==> src/rtl/pit_irq_ctrl.sv <==
// Interrupt capture and prioritisation stage for minipit timers: edge-detects each
// source into a pending bit, presents one masked fixed-priority irq, counts lost edges.
module pit_irq_ctrl #(
    parameter int                 NUM_SRC    = 4,
    parameter int                 ID_W       = 2,
    parameter int                 CNT_W      = 8,
    parameter logic [NUM_SRC-1:0] MASK_RESET = {NUM_SRC{1'b1}}
) (
    input  logic               clk,
    input  logic               rst_n,
    input  logic [NUM_SRC-1:0] src_in,
    input  logic               mask_we,
    input  logic [NUM_SRC-1:0] mask_wdata,
    input  logic               ack,
    input  logic [ID_W-1:0]    ack_id,
    output logic               irq,
    output logic [ID_W-1:0]    irq_id,
    output logic [NUM_SRC-1:0] pending,
    output logic [NUM_SRC-1:0] mask,
    output logic [CNT_W-1:0]   missed_count
);

    // Wide enough to hold the counter plus up to 16 misses in one cycle.
    localparam int               SUM_W   = CNT_W + 5;
    localparam logic [SUM_W-1:0] CNT_MAX = SUM_W'({CNT_W{1'b1}});

    logic [NUM_SRC-1:0] src_prev;
    logic [NUM_SRC-1:0] rise;
    logic [NUM_SRC-1:0] clr;
    logic [NUM_SRC-1:0] missed;
    logic [NUM_SRC-1:0] pending_nxt;
    logic [NUM_SRC-1:0] eff;
    logic [SUM_W-1:0]   miss_num;
    logic [SUM_W-1:0]   cnt_sum;
    logic [CNT_W-1:0]   cnt_nxt;
    logic               irq_nxt;
    logic [ID_W-1:0]    id_nxt;

    // NOTE: every combinational output gets a default first so no path infers a latch.
    always_comb begin
        rise = src_in & ~src_prev;
        clr  = '0;
        for (int i = 0; i < NUM_SRC; i++) begin
            // Out-of-range ack_id never matches any i, so it is silently ignored.
            clr[i] = ack && (ack_id == ID_W'(i));
        end
        // A new edge on a still-pending source is lost unless the same cycle acks it.
        missed      = rise & ~clr & pending;
        pending_nxt = (pending & ~clr) | rise;

        miss_num = '0;
        for (int i = 0; i < NUM_SRC; i++) begin
            miss_num = miss_num + SUM_W'(missed[i]);
        end
        cnt_sum = SUM_W'(missed_count) + miss_num;
        cnt_nxt = (cnt_sum > CNT_MAX) ? {CNT_W{1'b1}} : cnt_sum[CNT_W-1:0];
    end

    // Fixed priority: scan downward so the lowest set index is written last.
    always_comb begin
        eff     = pending & mask;
        irq_nxt = |eff;
        id_nxt  = '0;
        for (int i = NUM_SRC - 1; i >= 0; i--) begin
            if (eff[i]) id_nxt = ID_W'(i);
        end
    end

    // NOTE: sequential state uses non-blocking assignments so all registers update together.
    always_ff @(posedge clk or negedge rst_n) begin
        if (!rst_n) begin
            src_prev     <= '0;
            pending      <= '0;
            mask         <= MASK_RESET;
            missed_count <= '0;
            irq          <= 1'b0;
            irq_id       <= '0;
        end else begin
            src_prev     <= src_in;
            pending      <= pending_nxt;
            missed_count <= cnt_nxt;
            irq          <= irq_nxt;
            irq_id       <= id_nxt;
            if (mask_we) mask <= mask_wdata;
        end
    end

endmodule
==> config.mk <==
export PLATFORM = sky130hd
export DESIGN_NAME = pit_irq_ctrl
export DESIGN_NICKNAME = d
export VERILOG_FILES = /design/src/rtl/pit_irq_ctrl.sv
export SDC_FILE = /design/constraint.sdc
export NUM_CORES = 1
export LEC_CHECK = 0
export CAP_MARGIN = 20
export CORE_MARGIN = 1.5
export CORE_UTILIZATION = 47
export CTS_BUF_LIST = sky130_fd_sc_hd__clkbuf_2 sky130_fd_sc_hd__clkbuf_4 sky130_fd_sc_hd__clkbuf_8
export CTS_CLUSTER_DIAMETER = 40
export CTS_CLUSTER_SIZE = 30
export DETAILED_ROUTE_END_ITERATION = 6
export PLACE_DENSITY = 0.8
export SLEW_MARGIN = 20
export SYNTH_ARGS = -nofsm -noshare
export SYNTH_HDL_FRONTEND = slang
export SYNTH_SLANG_ARGS = --single-unit
==> constraint.sdc <==
create_clock -name clk -period 2.7 [get_ports clk]
set_input_delay 0.54 -clock clk [delete_from_list [all_inputs] [get_ports clk]]
set_output_delay 0.54 -clock clk [all_outputs]
set_load 0.05 [all_outputs]
==> results of run 1 <==
[worst min path at each step]
| stage | end | slack, ps | cells after the start |
|---|---|---|---|
| floorplan | irq$_DFF_PN0_ | 240 | 0 |
| global placement | pending[3]$_DFF_PN0_ | 440 | 1 |
| detailed placement | pending[3]$_DFF_PN0_ | 450 | 1 |
| CTS | pending[3]$_DFF_PN0_ | 470 | 1 |
| global route | src_prev[2]$_DFF_PN0_ | 470 | 1 |
| finish | pending[3]$_DFF_PN0_ | 460 | 1 |
[cell families after synthesis]
logic type | Yosys count | synth area share (%)
AND/OR/NAND/NOR | 27 | 14.6
AO/OA/AOI/OAI | 16 | 11.5
adder cells (fa/ha/maj) | 4 | 7.00
buffers and inverters | 8 | 2.90
XOR/XNOR | 2 | 1.69
multiplexers | 6 | 6.28
flip-flops | 23 | 56.0
[metal layers]
layer	vias up	GRT usage (%)
li1	387	-
met1	390	25.7
met2	19	32.2
met3	4	3.64
met4	0	8.33
met5	-	0
[area by class of cell]
cell class | count | area, um2
clock buffer | 3 | 22.5
clock inverter | 1 | 5.00
fill | 142 | 536
inverter | 8 | 30.0
multi-input combinational | 55 | 457
sequential | 23 | 582
tap | 27 | 33.8
timing repair buffer | 39 | 357
[through the flow]
step | cells | setup TNS, ps | utilization, %
floorplan | 86 | 0 | -
global placement | 151 | -3480 | 71.4
detailed placement | 151 | -3960 | 71.4
CTS | 156 | 0 | 73.5
global route | 156 | -11.2 | 73.5
finish | 156 | 0 | 73.5
[placed cells by master (no fill, tap or decap), types with 3 or more instances in the layout]
cell type         n
clkbuf_4          3
nor2b_1           3
o21ai_0           4
mux2_2            4
clkbuf_2          3
nand2_1           9
clkdlybuf4s50_1  28
dfrtp_1          18
buf_4             7
inv_1             7
dfstp_2           4
[repair_timing]
| item | CTS | global route |
|---|---|---|
| buffers inserted | 1 | 0 |
| resized for setup | 7 | 9 |
| hold buffers | 0 | 0 |
| pin swaps | 7 | 7 |
| endpoints found under the setup margin | 7 | 6 |
| gates cloned | 0 | 0 |
[critical path: stages (launching register included)]
cell	delay, ps
dfrtp_2	430
o21ai_2	80
or3_4	390
fa_1	480
fa_2	360
inv_2	70
fa_2	230
nand2_2	80
nor2_4	180
nand4_4	140
nand2b_1	100
[registers in the layout, summed over array words and instances, names as in the netlist]
name / flops
pending: 4
irq: 1
missed_count: 8
src_prev: 4
irq_id: 2
mask: 4
[power groups by stage]
| stage | sequential, W | clock [W] | combinational [W] |
|---|---|---|---|
| finish | 0.000532 | 0.000159 | 0.000647 |
| global route | 0.000545 | 0.000176 | 0.000687 |
| CTS | 0.000531 | 0.000165 | 0.000653 |
| detailed placement | 0.000531 | 0 | 0.000641 |
| global placement | 0.000529 | 0 | 0.000623 |
| floorplan | 0.000766 | 0 | 0.000169 |
==> run_results.csv, run 1 <==
group,metric,value,unit
run_status,status,"completed",
worst_hold_path,min_from,"src_prev[3]$_DFF_PN0_",
detailed_routing,post_drt_via_cell_ratio,5.13,
sta,slew_headroom,61.2,%
final_layout,drive_above_1_share,27.9,%
sta,finClkSkew,4.84,ps
pwr,clkPwrFrac,11.9,%
detailed_routing,vias,800,
global_routing,groute.usage.overall,19.7,%
placement,dp_hpwl,1720,um
synthesis,avgSynthCellArea,12.0,um2
placement,placed_area,1440,um2
worst_hold_path,hp-class,"flop to flop",
pwr,leakagePower,0.635,nW
synthesis,synthTopCellsByCount,"dfrtp_1, nand2_1, inv_1, o21ai_0",
global_routing,antenna_found_initial,0,
worst_setup_path,r2r_slack,120,ps
final_layout,final_area,1490,um2
worst_setup_path,r2r-end,"missed_count[1]$_DFF_PN0_",
sta,finalCritPeriodShare,95.7,%
synthesis,yosys-top-cells-area,"dfrtp_1, dfstp_2, fa_1, mux2_2, nand2_1",
worst_setup_path,startpoint,"pending[2]$_DFF_PN0_",
synthesis,synth_seq_cells,23,
worst_setup_path,cp.arrival,2840,ps
placement,dpl_worst_slack,-553,ps
detailed_routing,met2_length,1140,um
worst_setup_path,worstPathRequired,2960,ps
synthesis,async_flop_share,100,%
detailed_routing,drt_iter0_drc,13,
synthesis,synth_cells,86,
die,fp.dieH,50.0,um
synthesis,synthFlopType,"dfrtp_1",
synthesis,yosysMostFrequentCell,"dfrtp_1",
placement,io_buffers,32,
detailed_routing,wl,2200,um
global_routing,grt_pass1_vias,800,
clocking,path_clk_slew,120,ps
detailed_routing,wl_met3,78,um
sta,max_slew.worst_pin.slew,580,ps
pwr,p_seq_share,39.8,%
detailed_routing,avgRoutedWirePerCell,14.1,um
synthesis,synth_top_area_cell,"dfrtp_1",
worst_setup_path,cp-end-kind,"flop",
synthesis,yosysUniqueCellTypes,29,
clocking,cts_tree,"built",
pwr,switching_share,45.6,%
sta,fin_ws,116,ps
die,initial_core_util,51.2,%
global_routing,grt_max_degree,14,
die,dieArea,2500,um2
clocking,cts.sinks,23,
clocking,cts_made_buffers,3,
clocking,clock-root-buffer,"clkbuf_4",
final_layout,layout.nets,148,
clocking,insertion_delay,320,ps
pwr,powerDensity,900,nW/um2
synthesis,yosysSeqAreaShare,56.0,%
die,io_pins,33,
synthesis,syn_nets,104,
pwr,p_total,0.00134,W
clocking,h-tree-depth,1,
clocking,cts_buffer_depth,2,
die,die_x,50.0,um
worst_setup_path,reg2reg_depth,10,
worst_setup_path,critical_path_class,"flop to flop",
sta,timing.final.crit_period,2580,ps
final_layout,n_antenna_cell,0,
detailed_routing,met1_length,949,um
synthesis,netlist_area,1040,um2
synthesis,yosys_warnings,0,
pwr,pwr-share-comb,48.4,%
final_layout,syn_to_final_growth,43.5,%
pwr,intPower,0.000728,W
worst_setup_path,r2r_start,"pending[2]$_DFF_PN0_",
detailed_routing,drc_errors,0,
worst_setup_path,worstSetupEndpoint,"missed_count[1]$_DFF_PN0_",
sta,hold_slack,465,ps
sta,fmax,0.387,GHz
detailed_routing,ant_nets,0,
sta,maxSlewViolCount,0,
global_routing,grt_pass1_wl,3640,um
die,core-area,2020,um2
global_routing,overflow,0,
worst_setup_path,crit_fanout,4,
flow_run,maxCapViolations,0,
pwr,power_switching,0.000610,W
detailed_routing,firstDrtPassIters,6,
detailed_routing,top_layer_used,"met4",
synthesis,yosysTopAreaCellShare,45.9,%
synthesis,synth_enable_flop_cells,0,
placement,globalplace.congestion,0.776,
sta,setup_viol,0,
worst_setup_path,startpoint_type,"flop",
pwr,vdd_drop_max,655,uV
sta,final_hold_viol_count,0,
die,rows,16,
(Power assumes the default switching activity.)
==> run 2, diff against run 1 <==
CORE_UTILIZATION = 42   (was 47)
CTS_CLUSTER_SIZE = 20   (was 30)
PLACE_DENSITY = 0.76   (was 0.8)
clock period = 2.33 ns   (was 2.7 ns; I/O delays follow)
==> run 2 against run 1 <==
The run now ends with setup timing left; final cell count increased by 1.9%; maximum frequency increased by 3.8%; sequential power increased by 15%; utilization decreased by 6.8 points; critical path depth decreased by 1; sequential share of layout area decreased by 0.81 points; via count increased by 4.9%; combinational power increased by 21%; total power increased by 19%; critical path type unchanged; critical endpoint unchanged; largest power group unchanged; highest routed layer unchanged.
==> run_results.csv, run 2 (synthesis gave the netlist of run 1 again) <==
group,metric,value,unit
die,io_pins,33,
sta,rsz0062_at_grt,"yes",
worst_setup_path,r2r_slack,-160,ps
die,dieArea,2770,um2
detailed_routing,vias,839,
run_status,status,"finished with violations",
worst_setup_path,cp-end-kind,"flop",
pwr,powerDensity,1050,nW/um2
clocking,cts_buffer_depth,2,
worst_setup_path,r2r_start,"src_prev[2]$_DFF_PN0_",
pwr,p_total,0.00159,W
clocking,path_clk_slew,120,ps
final_layout,most-common-layout-cells,"clkdlybuf4s50_1, dfrtp_1, buf_4, nand2_1, inv_1",
detailed_routing,ant_nets,0,
worst_hold_path,min_from,"src_in[2]",
final_layout,instances_no_fill,159,
clocking,cts_tree,"built",
sta,timing.final.crit_period,2490,ps
clocking,h-tree-depth,1,
global_routing,grt_pass1_vias,882,
detailed_routing,wl,2220,um
final_layout,layout.nets,150,
sta,fmax,0.401,GHz
detailed_routing,drt_iter0_drc,14,
sta,hold_slack,369,ps
worst_setup_path,critical_path_class,"flop to flop",
sta,final_hold_viol_count,0,
die,initial_core_util,45.5,%
global_routing,grt_pass1_wl,3810,um
worst_hold_path,hold_depth,1,
global_routing,groute.usage.overall,19.2,%
sta,slew_headroom,66.6,%
worst_setup_path,worstPathRequired,2580,ps
die,die_x,52.7,um
final_layout,largest_reg_flops,8,
flow_run,maxCapViolations,0,
placement,dp_hpwl,1710,um
final_layout,n_fill_cell,179,
clocking,hold_buffers,0,
die,rows,17,
final_layout,drive_above_1_share,30.5,%
worst_setup_path,crit_fanout,4,
placement,post-place-cells,154,
detailed_routing,firstDrtPassIters,4,
global_routing,overflow,0,
die,fp.dieH,52.7,um
final_layout,final_common_cell,"clkdlybuf4s50_1",
worst_setup_path,cp.arrival,2740,ps
die,core-area,2280,um2
final_layout,n_antenna_cell,0,
sta,fin_ws,-161,ps
worst_setup_path,reg2reg_depth,9,
worst_setup_path,startpoint_type,"flop",
sta,finClkSkew,4.66,ps
detailed_routing,post_drt_via_cell_ratio,5.28,
sta,finalCritPeriodShare,107,%
clocking,insertion_delay,310,ps
pwr,leakagePower,0.649,nW
global_routing,grt_max_degree,24,
run_status,violations,"setup timing",
worst_hold_path,hold_path_end,"src_prev[2]$_DFF_PN0_",
final_layout,top_register,"missed_count",
worst_setup_path,r2r-end,"missed_count[1]$_DFF_PN0_",
sta,maxSlewViolCount,0,
placement,globalplace.congestion,0.796,
sta,setup_viol,8,
worst_hold_path,hp-class,"input port to flop",
clocking,cts_made_buffers,3,
sta,max_slew.worst_pin.slew,499,ps
placement,dpl_worst_slack,-896,ps
pwr,vdd_drop_max,672,uV
clocking,cts.sinks,23,
global_routing,antenna_found_initial,0,
detailed_routing,avgRoutedWirePerCell,14.0,um
placement,io_buffers,32,
clocking,clock-root-buffer,"clkbuf_4",
detailed_routing,drc_errors,0,
final_layout,syn_to_final_growth,46.5,%
[run 2: worst max-delay path: stages, from the launching register on]
cell and delay [ps]:
dfrtp_1 400, or3_4 390, fa_1 470, fa_2 370, inv_2 70, fa_2 230
nand2_2 70, nor2_4 180, nand4_4 140, nand2b_1 120
[run 2: through the flow]
stage	cell area [um2]	util [%]	TNS, ps
finish	1520	66.7	-889
global route	1520	66.7	-1680
CTS	1500	65.7	-676
detailed placement	1460	64.2	-6830
global placement	1460	64.2	-6350
floorplan	1040	-	-2510
[run 2: timing repair]
item                       CTS  global route
resized for setup           18             5
buffers inserted             0             1
setup endpoints to repair    8             8
pin swaps                    8             3
[run 2: final cells by class]
cell class                      count  area [um2]  area share [%]
Sequential cell                    23         582            38.3
Tap cell                           28        35.0            2.31
Inverter                            8        30.0            1.98
Timing Repair Buffer               41         378            24.9
Clock buffer                        4        30.0            1.98
Multi-Input combinational cell     55         463            30.5
[run 2: how the worst max path moves through the flow]
stage                          startpoint                   endpoint  slack, ps  depth (start not counted)
detailed placement              ack_id[0]  missed_count[1]$_DFF_PN0_       -900                         11
finish              src_prev[2]$_DFF_PN0_  missed_count[1]$_DFF_PN0_       -160                          9
global route        src_prev[2]$_DFF_PN0_  missed_count[1]$_DFF_PN0_       -250                          9
CTS                 src_prev[2]$_DFF_PN0_  missed_count[1]$_DFF_PN0_       -120                          9
global placement                ack_id[0]  missed_count[1]$_DFF_PN0_       -830                         11
floorplan            pending[2]$_DFF_PN0_  missed_count[1]$_DFF_PN0_       -360                         10
[run 2: power breakdown]
part	total (W)	internal (W)	switching [W]
Combinational	0.000781	0.000303	0.000479
Sequential	0.000614	0.000492	0.000122
Clock	0.000192	0.0000785	0.000114
[run 2: metal layers]
metal / global-route usage, % / vias to the layer above / wire (um)
li1: - / 388 / -
met5: 0 / - / 0
met2: 34.6 / 34 / 1160
met4: 7.69 / 0 / 34
met3: 2.86 / 3 / 138
met1: 22.7 / 414 / 885
==> run 3, diff against run 2 <==
CTS_CLUSTER_DIAMETER = 150   (was 40)
==> results of run 3 <==
Final layout, timing and power as in run 2 (identical DEF).
